--- src/rtl/cpu_sequencer_if.sv ---
// Sequencer <-> ROM/datapath bundle; master = sequencer, slave = datapath/ROM side.
// Purely combinational signal grouping, no flow control (fixed 2-cycle schedule).
interface cpu_sequencer_if #(
  parameter int PC_W   = 4,
  parameter int DATA_W = 8,
  parameter int OP_W   = 7
);
  logic                   run;
  logic [PC_W-1:0]        im_addr;
  logic [OP_W+DATA_W-1:0] im_data;
  logic                   alu_zero;
  logic                   load_a;
  logic                   load_b;
  logic                   sel_a;
  logic [1:0]             sel_b;
  logic [2:0]             alu_op;
  logic [DATA_W-1:0]      lit_out;
  logic                   busy;
  logic                   halted;

  modport master (
    input  run, im_data, alu_zero,
    output im_addr, load_a, load_b, sel_a, sel_b, alu_op, lit_out, busy, halted
  );

  modport slave (
    output run, im_data, alu_zero,
    input  im_addr, load_a, load_b, sel_a, sel_b, alu_op, lit_out, busy, halted
  );
endinterface

--- src/rtl/cpu_sequencer.sv ---
// Two-cycle-per-instruction control unit (FETCH, EXEC) for the 8-bit regA/regB/ALU datapath.
// Strobes are combinational from the IR during EXEC; no backpressure, run is only sampled in IDLE/HALT.
module cpu_sequencer #(
  parameter int PC_W   = 4,
  parameter int DATA_W = 8,
  parameter int OP_W   = 7
) (
  input  logic              clk,
  input  logic              rst_n,
  cpu_sequencer_if.master   bus
);

  localparam logic [OP_W-1:0] OP_MOV_A  = OP_W'(8'h01);
  localparam logic [OP_W-1:0] OP_MOV_B  = OP_W'(8'h02);
  localparam logic [OP_W-1:0] OP_ADD_AB = OP_W'(8'h03);
  localparam logic [OP_W-1:0] OP_SUB_AB = OP_W'(8'h04);
  localparam logic [OP_W-1:0] OP_ADD_AL = OP_W'(8'h05);
  localparam logic [OP_W-1:0] OP_JMP    = OP_W'(8'h06);
  localparam logic [OP_W-1:0] OP_JEQ    = OP_W'(8'h07);
  localparam logic [OP_W-1:0] OP_SUB_AL = OP_W'(8'h08);
  localparam logic [OP_W-1:0] OP_HALT   = OP_W'(8'h7F);

  localparam logic [2:0] ALU_ADD = 3'd0;
  localparam logic [2:0] ALU_SUB = 3'd1;

  localparam logic [1:0] SELB_REG = 2'd0;
  localparam logic [1:0] SELB_LIT = 2'd1;

  typedef enum logic [1:0] {S_IDLE, S_FETCH, S_EXEC, S_HALT} state_t;

  state_t                 state_q, state_d;
  logic [PC_W-1:0]        pc_q, pc_d;
  logic [OP_W+DATA_W-1:0] ir_q, ir_d;
  logic                   z_q, z_d;

  logic [OP_W-1:0]        opcode;
  logic [DATA_W-1:0]      lit;
  logic                   load_a, load_b, sel_a, alu_ins;
  logic [1:0]             sel_b;
  logic [2:0]             alu_op;

  assign opcode = ir_q[OP_W+DATA_W-1:DATA_W];
  assign lit    = ir_q[DATA_W-1:0];

  always_ff @(posedge clk or negedge rst_n) begin
    if (!rst_n) begin
      state_q <= S_IDLE;
      pc_q    <= '0;
      ir_q    <= '0;
      z_q     <= 1'b0;
    end else begin
      state_q <= state_d;
      pc_q    <= pc_d;
      ir_q    <= ir_d;
      z_q     <= z_d;
    end
  end

  always_comb begin
    state_d = state_q;
    pc_d    = pc_q;
    ir_d    = ir_q;
    z_d     = z_q;
    load_a  = 1'b0;
    load_b  = 1'b0;
    sel_a   = 1'b0;
    sel_b   = SELB_REG;
    alu_op  = ALU_ADD;
    alu_ins = 1'b0;

    unique case (state_q)
      S_IDLE, S_HALT: begin
        if (bus.run) begin
          state_d = S_FETCH;
          pc_d    = '0;
          z_d     = 1'b0;
        end
      end
      S_FETCH: begin
        ir_d    = bus.im_data;
        state_d = S_EXEC;
      end
      S_EXEC: begin
        state_d = S_FETCH;
        pc_d    = pc_q + 1'b1;
        unique case (opcode)
          OP_MOV_A:  begin load_a = 1'b1; sel_a = 1'b1; sel_b = SELB_LIT; alu_ins = 1'b1; end
          OP_MOV_B:  begin load_b = 1'b1; sel_a = 1'b1; sel_b = SELB_LIT; alu_ins = 1'b1; end
          OP_ADD_AB: begin load_a = 1'b1; alu_ins = 1'b1; end
          OP_SUB_AB: begin load_a = 1'b1; alu_op = ALU_SUB; alu_ins = 1'b1; end
          OP_ADD_AL: begin load_a = 1'b1; sel_b = SELB_LIT; alu_ins = 1'b1; end
          OP_SUB_AL: begin load_a = 1'b1; sel_b = SELB_LIT; alu_op = ALU_SUB; alu_ins = 1'b1; end
          OP_JMP:    pc_d = lit[PC_W-1:0];
          // JEQ looks at the flag from the last ALU instruction, never the live alu_zero
          OP_JEQ:    if (z_q) pc_d = lit[PC_W-1:0];
          OP_HALT: begin
            state_d = S_HALT;
            pc_d    = pc_q;
          end
          default: ;
        endcase
        if (alu_ins) z_d = bus.alu_zero;
      end
      default: state_d = S_IDLE;
    endcase
  end

  assign bus.im_addr = pc_q;
  assign bus.lit_out = lit;
  assign bus.load_a  = load_a;
  assign bus.load_b  = load_b;
  assign bus.sel_a   = sel_a;
  assign bus.sel_b   = sel_b;
  assign bus.alu_op  = alu_op;
  assign bus.busy    = (state_q == S_FETCH) || (state_q == S_EXEC);
  assign bus.halted  = (state_q == S_HALT);

endmodule

--- src/flat_wrapper.sv ---
// flat-port wrapper written by rule: the top's interface ports become plain ports
module cpu_sequencer_flat 
#(
  parameter int PC_W   = 4,
  parameter int DATA_W = 8,
  parameter int OP_W   = 7
)
  (clk, rst_n, bus_run, bus_im_data, bus_alu_zero, bus_im_addr, bus_load_a, bus_load_b, bus_sel_a, bus_sel_b, bus_alu_op, bus_lit_out, bus_busy, bus_halted);
  cpu_sequencer_if #(.PC_W(PC_W), .DATA_W(DATA_W), .OP_W(OP_W)) bus_i ();
  input  logic clk;
  input  logic rst_n;
  input wire logic [$bits(bus_i.run)-1:0] bus_run;
  input wire logic [$bits(bus_i.im_data)-1:0] bus_im_data;
  input wire logic [$bits(bus_i.alu_zero)-1:0] bus_alu_zero;
  output wire logic [$bits(bus_i.im_addr)-1:0] bus_im_addr;
  output wire logic [$bits(bus_i.load_a)-1:0] bus_load_a;
  output wire logic [$bits(bus_i.load_b)-1:0] bus_load_b;
  output wire logic [$bits(bus_i.sel_a)-1:0] bus_sel_a;
  output wire logic [$bits(bus_i.sel_b)-1:0] bus_sel_b;
  output wire logic [$bits(bus_i.alu_op)-1:0] bus_alu_op;
  output wire logic [$bits(bus_i.lit_out)-1:0] bus_lit_out;
  output wire logic [$bits(bus_i.busy)-1:0] bus_busy;
  output wire logic [$bits(bus_i.halted)-1:0] bus_halted;
  assign bus_i.run = bus_run;
  assign bus_i.im_data = bus_im_data;
  assign bus_i.alu_zero = bus_alu_zero;
  assign bus_im_addr = bus_i.im_addr;
  assign bus_load_a = bus_i.load_a;
  assign bus_load_b = bus_i.load_b;
  assign bus_sel_a = bus_i.sel_a;
  assign bus_sel_b = bus_i.sel_b;
  assign bus_alu_op = bus_i.alu_op;
  assign bus_lit_out = bus_i.lit_out;
  assign bus_busy = bus_i.busy;
  assign bus_halted = bus_i.halted;
  cpu_sequencer #(.PC_W(PC_W), .DATA_W(DATA_W), .OP_W(OP_W)) u_core (.clk(clk), .rst_n(rst_n), .bus(bus_i));
endmodule
--- config.mk ---
export PLATFORM = sky130hd
export DESIGN_NAME = cpu_sequencer_flat
export DESIGN_NICKNAME = d
export VERILOG_FILES = /design/src/rtl/cpu_sequencer_if.sv /design/src/rtl/cpu_sequencer.sv /design/src/flat_wrapper.sv
export SDC_FILE = /design/constraint.sdc
export NUM_CORES = 1
export LEC_CHECK = 0
export CAP_MARGIN = 10
export CORE_MARGIN = 3
export CORE_UTILIZATION = 45
export CTS_BUF_LIST = sky130_fd_sc_hd__clkbuf_16
export CTS_CLUSTER_DIAMETER = 100
export DETAILED_ROUTE_END_ITERATION = 8
export GPL_TIMING_DRIVEN = 0
export PLACE_DENSITY = 0.78
export SKIP_CTS_REPAIR_TIMING = 1
export SLEW_MARGIN = 20
export SYNTH_ARGS = -nofsm -noshare
export SYNTH_HDL_FRONTEND = slang
export SYNTH_SLANG_ARGS = --single-unit
export TNS_END_PERCENT = 50
--- constraint.sdc ---
create_clock -name clk -period 3.1 [get_ports clk]
set_input_delay 0.62 -clock clk [delete_from_list [all_inputs] [get_ports clk]]
set_output_delay 0.62 -clock clk [all_outputs]
set_load 0.01 [all_outputs]
# Yosys cells after proc, flatten, opt, wreduce, memory -nomap -nowiden
# Index checks and enable logic that the tools add are counted.
[totals]
ff_bits = 22
output_inout_bits = 22
word_cells = 53
inputBits = 19
[op_classes]
n_reduce_logical = 11
eq_ne = 15
n_mux = 22
n_addsub = 1
[ops]
columns = ["operator", "n"]
rows = [
  ["$eq 7x3->1 const B", 4],
  ["$eq 7x2->1 const B", 2],
  ["$mux 1", 12],
  ["$pmux 4 s3", 1],
  ["$mux 4", 2],
  ["$pmux 4 s2", 1],
  ["$eq 7x1->1 const B", 1],
  ["$eq 7x4->1 const B", 1],
  ["$eq 7x7->1 const B", 1],
  ["$mux 2", 3],
  ["$pmux 2 s3", 1],
  ["$reduce_and 3->1", 2],
  ["$reduce_or 2->1", 3],
  ["$reduce_or 6->1", 1],
  ["$reduce_or 5->1", 1],
  ["$add 4x1->4 const B", 1],
  ["$eq 2x2->1 const B", 2],
  ["$ne 2x2->1 const B", 2],
  ["$reduce_or 4->1", 1],
  ["$mux 3", 1],
  ["$eq 2x1->1 const B", 1],
  ["$logic_not 2->1", 1],
  ["$ne 2x1->1 const B", 1],
  ["$pmux 1 s2", 1],
  ["other kinds (2)", 2],
]

# Longest topological paths before layout
# Gate-level depths: netlist of the first run.
[depth]
ltp_word = 6
ltp_mapped = 8
ltp_nobuf = 7

# Worst setup path before layout of the first run
# No wires, ideal clock.
[synth_timing]
kind = "register -> output"
from = "reg u_core.state_q[0]"
to = "out bus_load_b"
n_path_buf = 1
arrival_time_ps = 1273
stages_incl_launch_ff = 6
required_time_ps = 2480
setup_slack_ps = 1207
cell_sequence = "dfrtp_1 -> inv_1 -> ha_1 -> buf_4 -> nand2_1 -> nor4bb_1"
[synth_between]
elab_chain_cells = 2
[synth_lines]
columns = ["element", "line", "text"]
rows = [
  ["from (decl)", "cpu_sequencer.sv:31", "state_t state_q, state_d;"],
  ["from (signal assigned)", "cpu_sequencer.sv:52", "state_q <= state_d;"],
  ["$eq 2x2->1", "cpu_sequencer.sv:71", "unique case (state_q)"],
  ["$mux 1", "cpu_sequencer.sv:71", ""],
  ["to (decl)", "flat_wrapper.sv:17", "output wire logic [$bits(bus_i.load_b)-1:0] bus_load_b;"],
]
# No other way between the ends.

# Worst setup path after layout of the first run
# Ends and elaborated chain as after synthesis.

==> reports/results.env, run 1 <==
CTS_TREE='done'
POST_ROUTE_CELLS_DRIVE_ABOVE_1_SHARE_PCT=22.5
FINALHOLDVIOLCOUNT=0
SYNTHTOPCELLSBYAREA='sky130_fd_sc_hd__dfrtp_1 42%, sky130_fd_sc_hd__mux2_2 12%, sky130_fd_sc_hd__buf_4 6.9%'
CTS_NUM_SINKS=22
GLOBALROUTEOVERFLOWTOTAL=0
CTS.CLK_SLEW.WORST_PATHS_NS=0.06
DRTPASS1ITERATIONS=4
SYNTH_TOP_CELL_AREA_SHARE_PCT=42.2
WORST_PATH_LARGEST_CELL_DELAY_NS=0.59
FINAL_SETUP_FAILS=0
SYNTH_ENABLE_FLOP_CELLS=0
GRT_MAX_DEGREE=23
WORSTPATHREQUIRED_NS=2.48
GLOBAL_ROUTE.USAGE.TOTAL_PCT=17.2
PREDOMINANT_POST_SYNTHESIS_FLOP_CELL='sky130_fd_sc_hd__dfrtp_1'
CORE_REGION_AREA_MM2=0.00261
ORDERED_LIST_OF_CELLS_ON_THE_WORST_PATH='inv_1, ha_1, buf_4, nand2_1, nor4bb_1, clkdlybuf4s50_1'
YOSYS_REGISTER_BITS=22
DPL_WORST_SLACK_NS=0.671
SLOWEST_STAGE='sky130_fd_sc_hd__clkdlybuf4s50_1'
CTS_MAX_LEVEL=1
VIAS_IN_THE_FIRST_GLOBAL_ROUTE=1023
CLK_PATH_BUF_DEPTH=2
LAYOUT_COMMON_CELLS='37 x sky130_fd_sc_hd__clkdlybuf4s50_1, 22 x sky130_fd_sc_hd__dfrtp_1, 14 x sky130_fd_sc_hd__mux2_2'
CRIT_TYPE='flop to primary output'
WORST_CLOCK_SKEW_NS=0.00144
YS_TYPES=34
IR_DROP_mV=0.772
SYN-INSTANCE-COUNT=126
ENDPOINT_OF_THE_WORST_SETUP_TIMING_PATH='bus_load_b'
SHARE_OF_ASYNC_SETTABLE_OR_ASYNC_RESETTABLE_FLOPS_AFTER_SYNTHESIS_PCT=100
POWER.LEAKAGE_nW=0.760
DIE_AREA_MM2=0.00358
FLOORPLAN.INITIALDENSITY_PCT=50.0
RSZ0062_AT_GRT='no'
FINAL_MIN_PERIOD_OVER_CLOCK_PERIOD_PCT=89.4
SYN_AVG_CELL_AREA_UM2=10.4
ROUTABILITYCONGESTION=0.761
SYNTH_SEQ_AREA_SHARE_PCT=42.2
SLEW_VIOL_FINAL=0
DRTANTENNAVIOLNETS=0
POST_SYNTHESIS_CELL_TYPE_WITH_THE_LARGEST_COMBINED_AREA='sky130_fd_sc_hd__dfrtp_1'
LAYOUT.CELLS.MOST_COMMON='sky130_fd_sc_hd__clkdlybuf4s50_1'
ROUTED-VIA-COUNT=1048
CRITPATHLAUNCHTYPE='flop'
TIMING.FINAL.WS_SETUP_NS=0.330
QUANTITY_OF_I_O_BUFFERS_INSERTED_ON_PORTS=37
DRC_VIOLATIONS_LEFT=0
CRITICAL_PATH.REG2REG.ENDPOINT='u_core.bus.im_addr[2]'
CLKPWRFRAC_PCT=15.5
CHIPWIDTH_UM=59.9
CRITICAL-PATH-TOP-DELAY-FAMILY='buffers and inverters'
PLACE_AREA_MM2=0.00172
TIMING.HOLD.WORST_PATH_DEPTH=1
CP_MAX_FO=10
WL_UM=2840
INSERTION_DELAY_NS=0.25
ROWS=18
CRITICAL_PATH_CELL_COUNT=6
POWER.SEQUENTIAL.FRACTION_PCT=29.1
CTS-ROOT-BUF='sky130_fd_sc_hd__clkbuf_16'
FIN_AREA_MM2=0.00180
HP-CLASS='flop to flop'
TIMING.CRITICAL_PATH.FROM='u_core.state_q[0]'
R2R_SETUP_SLACK_NS=1.19
TOP_LEVEL_PORTS=41
CP-END-KIND='primary output'
DRTITER0DRC=46
SLEW-LIMIT-HEADROOM_PCT=35.7
FIN_NETS=193
AREA_GROWTH_PCT=37.9
POWER_PER_CELL_AREA_mW_PER_MM2=976
SWITCHING_POWER_W=0.000629
CAP_VIOL_MAX_COUNT=0
INSERTEDDIODECOUNT=0
WL_PER_CELL_UM=14.3
MAPPEDNETLISTAREA_MM2=0.00131
WIRE_LENGTH_OF_THE_FIRST_GLOBAL_ROUTING_PASS_UM=4640
TIMING.CRITICAL_PATH.ARRIVAL_NS=2.15
R2R_START='u_core.state_q[0]'
POWER_REPORT.INTERNAL_TOTAL_W=0.00113
WORST-PATH-BUF-INV=3
TIMING_WORST_SLEW_PIN_VALUE_NS=0.961
ROUTE.DETAILED.VIAS_PER_INST=5.27
TNS_NS=0
FLOORPLAN.DIE.HEIGHT_UM=59.9
CTS_MADE_BUFFERS=3
MAXIMUM_CLOCK_FREQUENCY_GHz=0.361
ANTENNA_FOUND_INITIAL=0
POWER.COMBINATIONAL.FRACTION_PCT=55.4
YS.WARNINGS.COUNT=0
POST-ROUTE-MIN-PERIOD_NS=2.77
FF2FF_PATH_DEPTH=7
P_SW_SHARE_PCT=35.8
DPL.HPWL_UM=2150
RUN_STATUS='complete, no violations'
==> sequential cells by signal, indices dropped and copies added (netlist names) <==
| signal | count |
|---|---|
| u_core.z_q | 1 |
| u_core.bus.im_addr | 4 |
| u_core.state_q | 2 |
| u_core.ir_q | 15 |
==> Yosys cell counts, drive strengths merged (2+ instances only) <==
library cell / number
mux2i: 3
nand4: 2
nand2: 6
ha: 4
a21oi: 7
o21ai: 6
nor3b: 3
buf: 18
nor3: 4
nor2: 7
nor4: 2
dfrtp: 22
inv: 6
nand2b: 2
xnor2: 2
nand3: 3
nor2b: 2
o31a: 2
mux2: 15
==> power groups by stage <==
stage | logic (W) | clock network (W) | registers [W]
floorplan | 0.000670 | 0 | 0.000489
global placement | 0.000937 | 0 | 0.000502
detailed placement | 0.000963 | 0 | 0.000516
CTS | 0.000981 | 0.000271 | 0.000513
global route | 0.00107 | 0.000285 | 0.000532
finish | 0.000972 | 0.000272 | 0.000512
==> worst min path at each step <==
| stage | startpoint | endpoint | slack [ns] |
|---|---|---|---|
| after floorplan | rst_n | u_core.bus.im_addr[0] | 0.32 |
| after global placement | u_core.ir_q[6] | u_core.ir_q[6] | 0.49 |
| after detailed placement | u_core.ir_q[5] | u_core.ir_q[5] | 0.50 |
| after CTS | u_core.ir_q[7] | u_core.ir_q[7] | 0.52 |
| after global routing | u_core.ir_q[7] | u_core.ir_q[7] | 0.54 |
| final | u_core.ir_q[7] | u_core.ir_q[7] | 0.52 |
==> stage by stage <==
stage	hold WS, ns	total power [W]	instances	util [%]
final	0.518	0.00176	199	68.9
after global routing	0.542	0.00188	199	68.9
after CTS	0.524	0.00177	199	68.9
after detailed placement	0.503	0.00148	195	65.9
after global placement	0.491	0.00144	195	65.9
after floorplan	0.324	0.00116	128	-
==> cell type report <==
| cell class | count | area, µm² |
|---|---|---|
| buffer | 19 | 143 |
| clock buffer | 3 | 75.1 |
| clock inverter | 1 | 3.75 |
| fill | 210 | 813 |
| inverter | 6 | 22.5 |
| multi-input combinational | 81 | 597 |
| sequential | 22 | 551 |
| tap | 30 | 37.5 |
| timing repair buffer | 37 | 370 |
==> cell families after synthesis <==
| kind of cell | share of synthesized area (%) |
|---|---|
| buf+inv | 12.7 |
| simple gates | 15.2 |
| other cells | 0.287 |
| fa+ha+maj | 3.84 |
| flops | 42.2 |
| xor+xnor | 1.34 |
| mux | 15.5 |
| compound gates | 8.92 |
==> routing by layer <==
layer	vias up	track usage, %	part of all wire (%)
met3	2	3.89	3.9
met1	515	22.5	46
li1	511	-	-
met5	-	0	0
met4	0	3.80	0.53
met2	20	28.9	50
Note: power is estimated with default switching activity, not from simulation.
==> inputs of run 2 (changes only) <==
==> constraint.sdc (replaced) <==
create_clock -name clk -period 3.4 [get_ports clk]
set_input_delay 0.68 -clock clk [delete_from_list [all_inputs] [get_ports clk]]
set_output_delay 0.68 -clock clk [all_outputs]
set_load 0.01 [all_outputs]
==> results of run 2 <==
Same layout as run 1 (identical final DEF). Status: complete, no violations.
Among the figures that moved: setup slack after placement 0.671 ns -> 0.911 ns; setup slack after layout 0.330 ns -> 0.570 ns; register-to-register setup slack 1.19 ns -> 1.49 ns; total power 0.00176 W -> 0.00160 W; worst IR drop on VDD 0.772 mV -> 0.704 mV
==> inputs of run 3 (changes only) <==
--- a/config.mk
+++ b/config.mk
@@ -7,12 +7,12 @@
 export LEC_CHECK = 0
 export CAP_MARGIN = 10
 export CORE_MARGIN = 3
-export CORE_UTILIZATION = 45
+export CORE_UTILIZATION = 41
 export CTS_BUF_LIST = sky130_fd_sc_hd__clkbuf_16
 export CTS_CLUSTER_DIAMETER = 100
 export DETAILED_ROUTE_END_ITERATION = 8
 export GPL_TIMING_DRIVEN = 0
-export PLACE_DENSITY = 0.78
+export PLACE_DENSITY = 0.75
 export SKIP_CTS_REPAIR_TIMING = 1
 export SLEW_MARGIN = 20
 export SYNTH_ARGS = -nofsm -noshare
==> constraint.sdc (replaced) <==
create_clock -name clk -period 2.5 [get_ports clk]
set_input_delay 0.5 -clock clk [delete_from_list [all_inputs] [get_ports clk]]
set_output_delay 0.5 -clock clk [all_outputs]
set_load 0.01 [all_outputs]
==> run 3 against run 2 <==
Compared with the run above:
- clock power is 35% higher
- core utilization is 6.0 points lower
- critical endpoint is now bus_load_a
- combinational power is 36% higher
- final cell count is 6.0% higher
- sequential power is 34% higher
- final area is 1.3% higher
- largest cell class unchanged
- non-clock buffer count stayed put
- wire length is 2.4% lower
==> reports/results.env, run 3 (same netlist as run 1, synthesis figures left out) <==
RUN_STATUS='complete, no violations'  # unchanged
GRT_MAX_DEGREE=23  # unchanged
DRC_VIOLATIONS_LEFT=0  # unchanged
QUANTITY_OF_I_O_BUFFERS_INSERTED_ON_PORTS=37  # unchanged
DRTANTENNAVIOLNETS=0  # unchanged
ROUTED-VIA-COUNT=1021  # was 1048
AREA_GROWTH_PCT=39.7  # was 37.9%
CTS_MAX_LEVEL=1  # unchanged
FINAL_SETUP_FAILS=0  # unchanged
POWER_PER_CELL_AREA_mW_PER_MM2=1190  # was 890 mW/mm²
HOLD_WS_NS=0.206  # was 0.518 ns
LARGEST_REGISTER='u_core.ir_q'  # unchanged
WORSTPATHREQUIRED_NS=2.00  # was 2.72 ns
CRITPATHLAUNCHTYPE='flop'  # unchanged
WORST_CLOCK_SKEW_NS=0.00153  # was 0.00144 ns
MAXIMUM_CLOCK_FREQUENCY_GHz=0.428
DRTITER0DRC=43  # was 46
LAYOUT.CELLS.MOST_COMMON='sky130_fd_sc_hd__clkdlybuf4s50_1'  # unchanged
TIMING.CRITICAL_PATH.ARRIVAL_NS=1.84  # was 2.15 ns
FLOORPLAN.INITIALDENSITY_PCT=45.0  # was 50.0%
ROUTABILITYCONGESTION=0.740  # was 0.761
ANTENNA_FOUND_INITIAL=0  # unchanged
ROUTE.DETAILED.VIAS_PER_INST=4.84  # was 5.27
WORST_PATH_LARGEST_CELL_DELAY_NS=0.54  # was 0.59 ns
CORE_REGION_AREA_MM2=0.00290  # was 0.00261 mm²
FINAL_CORE_UTILIZATION_PCT=62.9  # was 68.9%
CTS-ROOT-BUF='sky130_fd_sc_hd__clkbuf_16'  # unchanged
WIRE_LENGTH_OF_THE_FIRST_GLOBAL_ROUTING_PASS_UM=4720  # was 4640 µm
TOP_LEVEL_PORTS=41  # unchanged
LARGEST_REGISTER_FF_COUNT=15  # unchanged
RSZ0062_AT_GRT='no'  # unchanged
ROWS=19  # was 18
CAP_VIOL_MAX_COUNT=0  # unchanged
POST-ROUTE-MIN-PERIOD_NS=2.34
FIN_NETS=193  # unchanged
GLOBAL_ROUTE.USAGE.TOTAL_PCT=15.0  # was 17.2%
CTS_MADE_BUFFERS=3  # unchanged
SLEW_VIOL_FINAL=0  # unchanged
CTS.CLK_SLEW.WORST_PATHS_NS=0.06  # about the same
CTS_NUM_SINKS=22  # unchanged
CTS_TREE='done'  # unchanged
VIAS_IN_THE_FIRST_GLOBAL_ROUTE=1012  # was 1023
FINALHOLDVIOLCOUNT=0  # unchanged
HP-CLASS='input pin to async pin'  # was flop to flop
WL_UM=2770  # was 2840 µm
PLACE_AREA_MM2=0.00174  # was 0.00172 mm²
POWER.LEAKAGE_nW=0.816  # was 0.760 nW
GLOBALROUTEOVERFLOWTOTAL=0  # unchanged
INSERTEDDIODECOUNT=0  # unchanged
DRTPASS1ITERATIONS=4  # unchanged
ORDERED_LIST_OF_CELLS_ON_THE_WORST_PATH='inv_1, ha_1, buf_4, nand2_1, nor2_1, clkdlybuf4s50_1'  # was inv_1, ha_1, buf_4, nand2_1, nor4bb_1, clkdlybuf4s50_1
CHIPWIDTH_UM=62.4  # was 59.9 µm
FLOORPLAN.DIE.HEIGHT_UM=62.4  # was 59.9 µm
POST_ROUTE_CELLS_DRIVE_ABOVE_1_SHARE_PCT=23.7  # was 22.5%
DPL.HPWL_UM=2110  # was 2150 µm
CRIT_TYPE='flop to primary output'  # unchanged
CP-END-KIND='primary output'  # unchanged
LAYOUT_COMMON_CELLS='33 x sky130_fd_sc_hd__clkdlybuf4s50_1, 22 x sky130_fd_sc_hd__dfrtp_1, 14 x sky130_fd_sc_hd__mux2_2'  # was 37 x sky130_fd_sc_hd__clkdlybuf4s50_1, 22 x sky130_fd_sc_hd__dfrtp_1, 14 x sky130_fd_sc_hd__mux2_2
DIE_AREA_MM2=0.00390  # was 0.00358 mm²
WL_PER_CELL_UM=13.1  # was 14.3 µm
INSERTION_DELAY_NS=0.25  # about the same
CLK_PATH_BUF_DEPTH=2  # unchanged
IR_DROP_mV=0.790  # was 0.704 mV
SLOWEST_STAGE='sky130_fd_sc_hd__clkdlybuf4s50_1'  # unchanged
LAYOUT.FILLER_CELLS=262  # was 210
FIN_AREA_MM2=0.00182  # was 0.00180 mm²
CP_MAX_FO=10  # unchanged
FINAL_MIN_PERIOD_OVER_CLOCK_PERIOD_PCT=93.6
-- run 3: final cells by class --
| cell class | count | area, µm² | share of cell area (%) |
|---|---|---|---|
| sequential | 22 | 551 | 30.2 |
| tap | 42 | 52.6 | 2.88 |
| clock buffer | 3 | 75.1 | 4.12 |
| buffer | 19 | 143 | 7.82 |
| multi-input combinational | 81 | 603 | 33.1 |
| clock inverter | 1 | 3.75 | 0.206 |
| inverter | 6 | 22.5 | 1.24 |
| timing repair buffer | 37 | 373 | 20.5 |
-- run 3: path summary, 6_finish.rpt --
path | cells after the start | startpoint | endpoint | slack, ns
setup / recovery | 6 | u_core.state_q[0] | bus_load_a | 0.16
hold / removal | 1 | rst_n | u_core.ir_q[6] | 0.21
setup reg to reg | 7 | u_core.state_q[0] | u_core.bus.im_addr[2] | 0.64
hold reg to reg | 1 | u_core.ir_q[7] | u_core.ir_q[7] | 0.51
max in group asynchronous | 1 | rst_n | u_core.bus.im_addr[3] | 1.96
min in group clk | 1 | u_core.ir_q[7] | u_core.ir_q[7] | 0.51
-- run 3: where the power goes --
| part | switching (W) | internal [W] | total [W] |
|---|---|---|---|
| clock network | 0.000123 | 0.000213 | 0.000336 |
| registers | 0.000111 | 0.000515 | 0.000626 |
| logic | 0.000536 | 0.000669 | 0.00121 |
-- run 3: worst max-delay path: cells and delay by family (launching register included) --
kind                       cells  cell delay (ns)
buffers and inverters          3             0.78
DFF                            1             0.40
and+or+nand+nor                2             0.26
adders and majority gates      1             0.14
-- run 3: stage by stage --
stage	std cells	TNS (ns)	setup WS, ns	power, W
after floorplan	128	0	0.727	0.00144
after global placement	207	0	0.273	0.00179
after detailed placement	207	0	0.198	0.00183
after CTS	211	-0.0829	-0.0724	0.00218
after global routing	211	0	0.0275	0.00232
final	211	0	0.161	0.00217
-- run 3: metal layers --
| metal | vias up | share of wire [%] | global-route usage (%) |
|---|---|---|---|
| met5 | - | 0 | 0 |
| met4 | 0 | 0.65 | 4.13 |
| met3 | 2 | 4.3 | 4.14 |
| met2 | 20 | 53 | 27.3 |
| met1 | 487 | 42 | 17.0 |
| li1 | 512 | - | - |
